===== config.mk =====
export PLATFORM = sky130hd
export DESIGN_NAME = hazard_ctrl
export DESIGN_NICKNAME = d
export VERILOG_FILES = /design/src/rtl/hazard_ctrl.sv
export SDC_FILE = /design/constraint.sdc
export NUM_CORES = 1
export LEC_CHECK = 0
export ABC_AREA = 1
export BUFFER_PORTS_ARGS = -buffer_cell sky130_fd_sc_hd__buf_2
export CORE_MARGIN = 2
export CORE_UTILIZATION = 46
export CTS_BUF_LIST = sky130_fd_sc_hd__clkbuf_4 sky130_fd_sc_hd__clkbuf_8 sky130_fd_sc_hd__clkbuf_16
export DETAILED_ROUTE_END_ITERATION = 12
export HOLD_SLACK_MARGIN = 0.06
export PLACE_DENSITY = 0.8
export SLEW_MARGIN = 20
export SYNTH_ARGS = -nofsm -noshare
export SYNTH_HDL_FRONTEND = slang
export SYNTH_SLANG_ARGS = --single-unit

===== constraint.sdc =====
create_clock -name clk -period 2.5 [get_ports clk]
set_input_delay 0.5 -clock clk [delete_from_list [all_inputs] [get_ports clk]]
set_output_delay 0.5 -clock clk [all_outputs]
set_load 0.01 [all_outputs]

===== src/rtl/hazard_ctrl.sv =====
// hazard_ctrl: stall/flush/forwarding control for the 5-stage RISC-V pipeline,
// with a multi-cycle EX sequencer (IDLE/BUSY) and a forced-abort timeout.
// Optional build macro HAZARD_PERF_CNT_EN adds StallCnt/FlushCnt perf counters.
module hazard_ctrl #(
  parameter int unsigned MC_TIMEOUT = 64
`ifdef HAZARD_PERF_CNT_EN
  ,
  parameter int unsigned CNT_W      = 32
`endif
) (
  input  logic       clk,
  input  logic       reset,
  input  logic [4:0] Rs1D,
  input  logic [4:0] Rs2D,
  input  logic [4:0] Rs1E,
  input  logic [4:0] Rs2E,
  input  logic [4:0] RdE,
  input  logic       ResultSrcE0,
  input  logic       PCSrcE,
  input  logic       McStartE,
  input  logic       McDoneE,
  input  logic [4:0] RdM,
  input  logic       RegWriteM,
  input  logic [4:0] RdW,
  input  logic       RegWriteW,
  output logic       StallF,
  output logic       StallD,
  output logic       StallE,
  output logic       FlushD,
  output logic       FlushE,
  output logic       FlushM,
  output logic [1:0] ForwardAE,
  output logic [1:0] ForwardBE,
  output logic       McTimeout
`ifdef HAZARD_PERF_CNT_EN
  ,
  output logic [CNT_W-1:0] StallCnt,
  output logic [CNT_W-1:0] FlushCnt
`endif
);

  localparam int unsigned CntW = (MC_TIMEOUT > 2) ? $clog2(MC_TIMEOUT) : 1;

  typedef enum logic [0:0] {IDLE, BUSY} state_e;

  state_e          state_q;
  logic [CntW-1:0] cnt_q;

  logic mc_hold_c;
  logic timeout_c;
  logic lw_stall_c;
  logic branch_c;

  // Multi-cycle hold and abort conditions; normal hazards only act when the sequencer is quiet
  always_comb begin
    mc_hold_c  = McStartE & ~McDoneE;
    timeout_c  = mc_hold_c & (state_q == BUSY) & (cnt_q == CntW'(MC_TIMEOUT - 1));
    lw_stall_c = ResultSrcE0 & (RdE != 5'd0) & ((RdE == Rs1D) | (RdE == Rs2D));
    branch_c   = PCSrcE & (state_q == IDLE) & ~mc_hold_c;
  end

  // Sequencer state and busy-cycle counter
  always_ff @(posedge clk) begin
    if (reset) begin
      state_q <= IDLE;
      cnt_q   <= '0;
    end else begin
      unique case (state_q)
        IDLE: begin
          if (mc_hold_c) begin
            state_q <= BUSY;
            cnt_q   <= '0;
          end
        end
        BUSY: begin
          if (!mc_hold_c || timeout_c) begin
            state_q <= IDLE;
          end else begin
            cnt_q <= cnt_q + CntW'(1);
          end
        end
        default: state_q <= IDLE;
      endcase
    end
  end

  // Pipeline control outputs: reset > timeout > multi-cycle hold > branch/load-use
  always_comb begin
    StallF    = 1'b0;
    StallD    = 1'b0;
    StallE    = 1'b0;
    FlushD    = 1'b0;
    FlushE    = 1'b0;
    FlushM    = 1'b0;
    ForwardAE = 2'b00;
    ForwardBE = 2'b00;
    McTimeout = 1'b0;
    if (reset) begin
      FlushD = 1'b1;
      FlushE = 1'b1;
      FlushM = 1'b1;
    end else begin
      if (RegWriteM && (RdM != 5'd0) && (RdM == Rs1E))      ForwardAE = 2'b10;
      else if (RegWriteW && (RdW != 5'd0) && (RdW == Rs1E)) ForwardAE = 2'b01;
      if (RegWriteM && (RdM != 5'd0) && (RdM == Rs2E))      ForwardBE = 2'b10;
      else if (RegWriteW && (RdW != 5'd0) && (RdW == Rs2E)) ForwardBE = 2'b01;

      if (timeout_c) begin
        // Aborted op must not commit: bubble MEM and clear ID/EX
        McTimeout = 1'b1;
        FlushE    = 1'b1;
        FlushM    = 1'b1;
      end else if (mc_hold_c) begin
        StallF = 1'b1;
        StallD = 1'b1;
        StallE = 1'b1;
        FlushM = 1'b1;
      end else if (state_q == IDLE) begin
        if (branch_c) begin
          FlushD = 1'b1;
          FlushE = 1'b1;
        end else if (lw_stall_c) begin
          StallF = 1'b1;
          StallD = 1'b1;
          FlushE = 1'b1;
        end
      end
    end
  end

`ifdef HAZARD_PERF_CNT_EN
  // Saturating perf counters: stall cycles and branch/timeout flush cycles
  always_ff @(posedge clk) begin
    if (reset) begin
      StallCnt <= '0;
      FlushCnt <= '0;
    end else begin
      if (StallF && (StallCnt != '1)) StallCnt <= StallCnt + CNT_W'(1);
      if ((branch_c || timeout_c) && (FlushCnt != '1)) FlushCnt <= FlushCnt + CNT_W'(1);
    end
  end
`endif

endmodule


== After elaboration in Yosys (flattened, before gate mapping) ==
Index checks and enable logic that the tools add are counted.

* Flip-flop bits (word level): 7

* Equality and inequality tests: 9
* Muxes and demuxes: 34
* Reductions and logical operators: 12
* Bitwise gates (word level): 11
* $add $sub $neg: 1

{| class="wikitable"
|+ Operators by type and width
! kind !! count
|-
| $eq 5x5->1 || 6
|-
| $mux 1 || 26
|-
| $reduce_bool 5->1 || 3
|-
| $mux 6 || 2
|-
| $pmux 6 s2 || 1
|-
| $mux 2 || 4
|-
| $and 1x1->1 || 7
|-
| $add 6x1->6 const B || 1
|-
| $eq 6x6->1 const B || 1
|-
| $logic_and 1x1->1 || 6
|-
| $ne 2x2->1 const B || 2
|-
| $not 1->1 || 3
|-
| $pmux 1 s2 || 1
|-
| $reduce_and 2->1 || 1
|-
| $logic_not 1->1 || 1
|-
| $logic_or 1x1->1 || 1
|-
| $or 1x1->1 || 1
|}

== Depth between registers and ports, before layout ==
* Word-level depth: 9
* Depth in mapped cells: 10

== Least setup slack after synthesis ==
No wires, ideal clock.

* Kind: in2out
* Start: in RdE[3]
* End: out StallF
* Stages: 9
* Arrival time: 1339 ps
* Slack: 661 ps
* Required time: 2000 ps
* Cell sequence: inv_1 -> nand2_1 -> nand2_1 -> nor2_1 -> nand3_1 -> nand2_1 -> nand3_1 -> a21oi_1 -> buf_4

* Word-level cells in the longest chain between the ends: 9

{| class="wikitable"
|+ Ends and longest elaborated chain
! element !! line !! RTL
|-
| from (decl) || 17 || <nowiki>input logic [4:0] RdE,</nowiki>
|-
| $eq 5x5->1 or $reduce_bool 5->1 (tied branches) || 58 || <nowiki>lw_stall_c = ResultSrcE0 & (RdE != 5'd0) & ((RdE == Rs1D) | (RdE == Rs2D));</nowiki>
|-
| $or 1x1->1 or $and 1x1->1 (tied branches) || 58 ||
|-
| $and 1x1->1 * || 58 ||
|-
| $mux 1 * (6 in series) || -- ||
|-
| to (decl) || 26 || <nowiki>output logic StallF,</nowiki>
|}

Every way passes the cells marked *; elsewhere a longest branch is shown, timed or not.

== Final worst setup path ==
* Start: reg cnt_q[1]
* End: out FlushE

* Word-level cells in the longest chain between the ends: 4

{| class="wikitable"
|+ Ends and longest elaborated chain
! element !! line !! RTL
|-
| from (decl) || 47 || <nowiki>logic [CntW-1:0] cnt_q;</nowiki>
|-
| from (signal assigned) || 79 || <nowiki>cnt_q <= cnt_q + CntW'(1);</nowiki>
|-
| $eq 6x6->1 || 57 || <nowiki>timeout_c = mc_hold_c & (state_q == BUSY) & (cnt_q == CntW'(MC_TIMEOUT - 1));</nowiki>
|-
| $and 1x1->1 || 57 ||
|-
| $mux 1 || 108 || <nowiki>if (timeout_c) begin</nowiki>
|-
| $mux 1 || 98 || <nowiki>if (reset) begin</nowiki>
|-
| to (decl) || 30 || <nowiki>output logic FlushE,</nowiki>
|}

Every way passes these cells.

==> results.md <==
- Placement Setup Slack: about 0.58 ns
- Worst setup EP type: output port
- Reg2reg start: cnt_q[1]
- Power per Cell Area: approximately 300 nW/um2
- Initial antenna violation count: 0
- Detailed Route WL: roughly 2.2 mm
- Status: complete, no violations
- Hold Violations, Final: 0
- Total of max-cap violations: 0
- Gate power share: between 30% and 40%
- Clock transition at path regs: roughly 0.05 ns
- Clk buf depth: 2
- CP most frequent cell: nand2_1
- Via count: approximately 1200
- TritonCTS Buffers: 3
- PnR worst setup slack: ~0.5 ns
- Worst R2R End: cnt_q[3]
- Slowest stage delay, CP: around 0.36 ns
- Static leakage: 0.6854 nW
- Number of global-route vias before repair: 1072
- Critical Path RT: about 2.0 ns
- Period minus WS final: about 2.0 ns
- Final #Nets: ~260
- Hold Crit Class: reg -> reg
- CP Class: reg -> out
- Clock share of power: just over 30%
- WP data arrival: 1.49 ns
- H-tree levels: 1
- Design area: between 1000 and 1500 um2
- # port buffers: 53
- Final setup vio count: 0
- CTS tree: done
- CORE AREA: 1922 um2
- ANT cells: 0
- Cell Chain, Critical Path: ha_1 -> nand2_1 -> nor2_2 -> nand4_1 -> nand2_1 -> a31oi_1 -> nand2_1 -> buf_2
- # Post-CTS Setup Buffers: 0
- Tot GR Track Use: between 20% and 30%
- Post-detail-place hpwl: about 1.9 mm
- Critical path depth: 8
- Sw power: 0.0001199 W
- Top sig layer: met4
- Seq/Total Area, Yosys: 15.38%
- Ys Warns: 0
- Vias per cell: ~4.7
- Clock skew: 0.0009145 ns
- Number of cells on the worst hold path: 2
- Avg WL per Cell: approximately 9 um
- R2R setup slack: 1.10 ns
- Routed wl met3: 165 um
- Root buf cell: clkbuf_4
- Hold path endpoint: cnt_q[4]
- Post-CTS sizing: 0
- Clk_lat worst skew: between 0.2 and 0.3 ns
- Internal power: 0.0002501 W
- Die height: a little under 50 um
- Slew headroom: 80.17%
- CP startpoint kind: register
- DRT iter0 DRCs: 15
- Critical path buffers and inverters: 1
- Final setup TNS: 0 ns
- Die Width: between 40 and 50 um
- Multi-input gate area: 655.6 um2
- Slew @ Worst Pin: ~0.30 ns
- Global-route wire length before repair: between 3 and 4 mm
- RePlAce Congestion: a little under 0.9
- VDD IR max: approximately 0.20 mV
- Syn Area/Cell: between 5 and 6 um2
- Worst hold slack: approximately 0.49 ns
- Die footprint: approximately 2400 um2
- DR WL met2: 1.055 mm
- Final-report max-slew violation count: 0
- Critical Path Fanout Max: 3
- Io pins: 54
- Placed inst area: about 1200 um2
- Fill cells: approximately 210
- Synthesized area: a little over 900 um2
- Sw Share: between 30% and 40%
- TritonRoute pass-1 iters: 4
- Syn nets: 206
- Max Clk Rate: just over 0.5 GHz
- Largest net degree at the start of global routing: 9
- Grt ovf: 0
- Fraction of layout cells with a size suffix above 1: just under 30%
- Initial cell density of the core: between 40% and 50%
- Hold_buf cts: 0
- Seq pwr share: a little under a third
- Slowest CP cell: dfxtp_1
- Synth-to-Final Area Change: 34.89%
- DRC Markers: 0
- Post-route clock period utilization: roughly four fifths
- FF/Latch Area: 140.1 um2
- RSZ-0062 raised after global routing: no
- Cell family with most CP delay: simple AND/OR/NAND/NOR gates
- Yosys reg bits: 7
- FF-to-FF path depth: 9
- Post-Synthesis Cells: 162
- Core Rows: 16
- Yosys cell types: 27
- Final ANT Viol Nets: 0
- CTS sink cnt: 7
- Min-delay src: cnt_q[4]
- Crit. Startpoint: cnt_q[1]
- Post-Route M1 WL: 966 um
-- worst reg2reg max path: cells and delay by family, from the launching register on --
family                   cells  cell delay [ns]
XOR/XNOR                     1             0.14
adder cells (fa/ha/maj)      1             0.18
buffers and inverters        1             0.06
flip-flops                   1             0.36
AND/OR/NAND/NOR              6             0.55
-- metal layers --
layer / vias to the layer above / global-route usage [%]
met5: - / 0
met1: 485 / 21.35
li1: 623 / -
met4: 0 / 7.143
met3: 4 / 2.469
met2: 45 / 40.51
-- Yosys cell counts, drive strengths merged --
cell	n	area (um2)
a21oi	7	35.03
nand3	7	40.04
nand4	4	25.02
xnor2	12	105.1
xor2	5	43.79
o2111ai	1	8.760
inv	27	103.9
nor3	6	30.03
nor4	1	6.260
nand2	49	193.9
o21ai	5	25.02
a211oi	1	7.510
buf	1	7.510
clkbuf	1	3.750
ha	1	12.51
nand3b	1	7.510
a31oi	1	6.260
nor2	23	96.35
o22ai	2	12.51
dfxtp	7	140.1
-- area by class of cell --
cell class	count	share of cell area, %
Timing Repair Buffer	53	21.59
Inverter	27	8.452
Multi-Input combinational cell	126	53.36
Sequential cell	7	11.41
Clock buffer	4	2.444
Tap cell	27	2.749
-- power by group through the flow --
stage	clock network, W	logic (W)	registers (W)
floorplan	0	0.0000787	0.000117
global placement	0	0.000138	0.000117
detailed placement	0	0.000142	0.000117
CTS	0.000115	0.000142	0.000115
global route	0.000120	0.000160	0.000115
finish	0.000114	0.000141	0.000115
-- how the worst max path moves through the flow --
stage                              end  slack, ns
after global routing            StallF       0.38
after floorplan                 StallF       0.66
after global placement    ForwardAE[0]       0.60
final                           FlushE       0.51
after detailed placement        StallD       0.58
after CTS                       FlushE       0.53
-- placed cells by master, fill, tap and decap left out, drive strengths merged --
cell / Yosys / layout
dfxtp: 7 / 7
o2111ai: 1 / 1
nor4: 1 / 1
buf: 1 / 53
nor3: 6 / 6
ha: 1 / 1
nand3: 7 / 7
a211oi: 1 / 1
nand4: 4 / 4
a21oi: 7 / 7
clkbuf: 1 / 4
nor2: 23 / 23
inv: 27 / 27
a31oi: 1 / 1
nand2: 49 / 49
xnor2: 12 / 12
o22ai: 2 / 2
nand3b: 1 / 1
o21ai: 5 / 5
xor2: 5 / 5
-- sequential cells by signal (all words and copies together), names as in the netlist --
register,flops
cnt_q,6
state_q,1
-- cells by family (layout without fill, tap and decap cells) --
| group | after synthesis | after routing | share of synthesized area (%) |
|---|---|---|---|
| adder cells (fa/ha/maj) | 1 | 1 | 1.373 |
| flip-flops | 7 | 7 | 15.38 |
| AND/OR/NAND/NOR | 91 | 91 | 43.82 |
| AO/OA/AOI/OAI | 17 | 17 | 10.44 |
| buffers and inverters | 29 | 84 | 12.64 |
| XOR/XNOR | 17 | 17 | 16.35 |
-- stage by stage --
step / util, % / total power, W / std cells
detailed placement: 62.37 / 0.0002592 / 240
floorplan: - / 0.0001958 / 162
global placement: 62.37 / 0.0002552 / 240
global route: 63.93 / 0.0003953 / 244
CTS: 63.93 / 0.0003726 / 244
finish: 63.93 / 0.0003699 / 244
No activity file was read; power rests on OpenSTA's default activity.
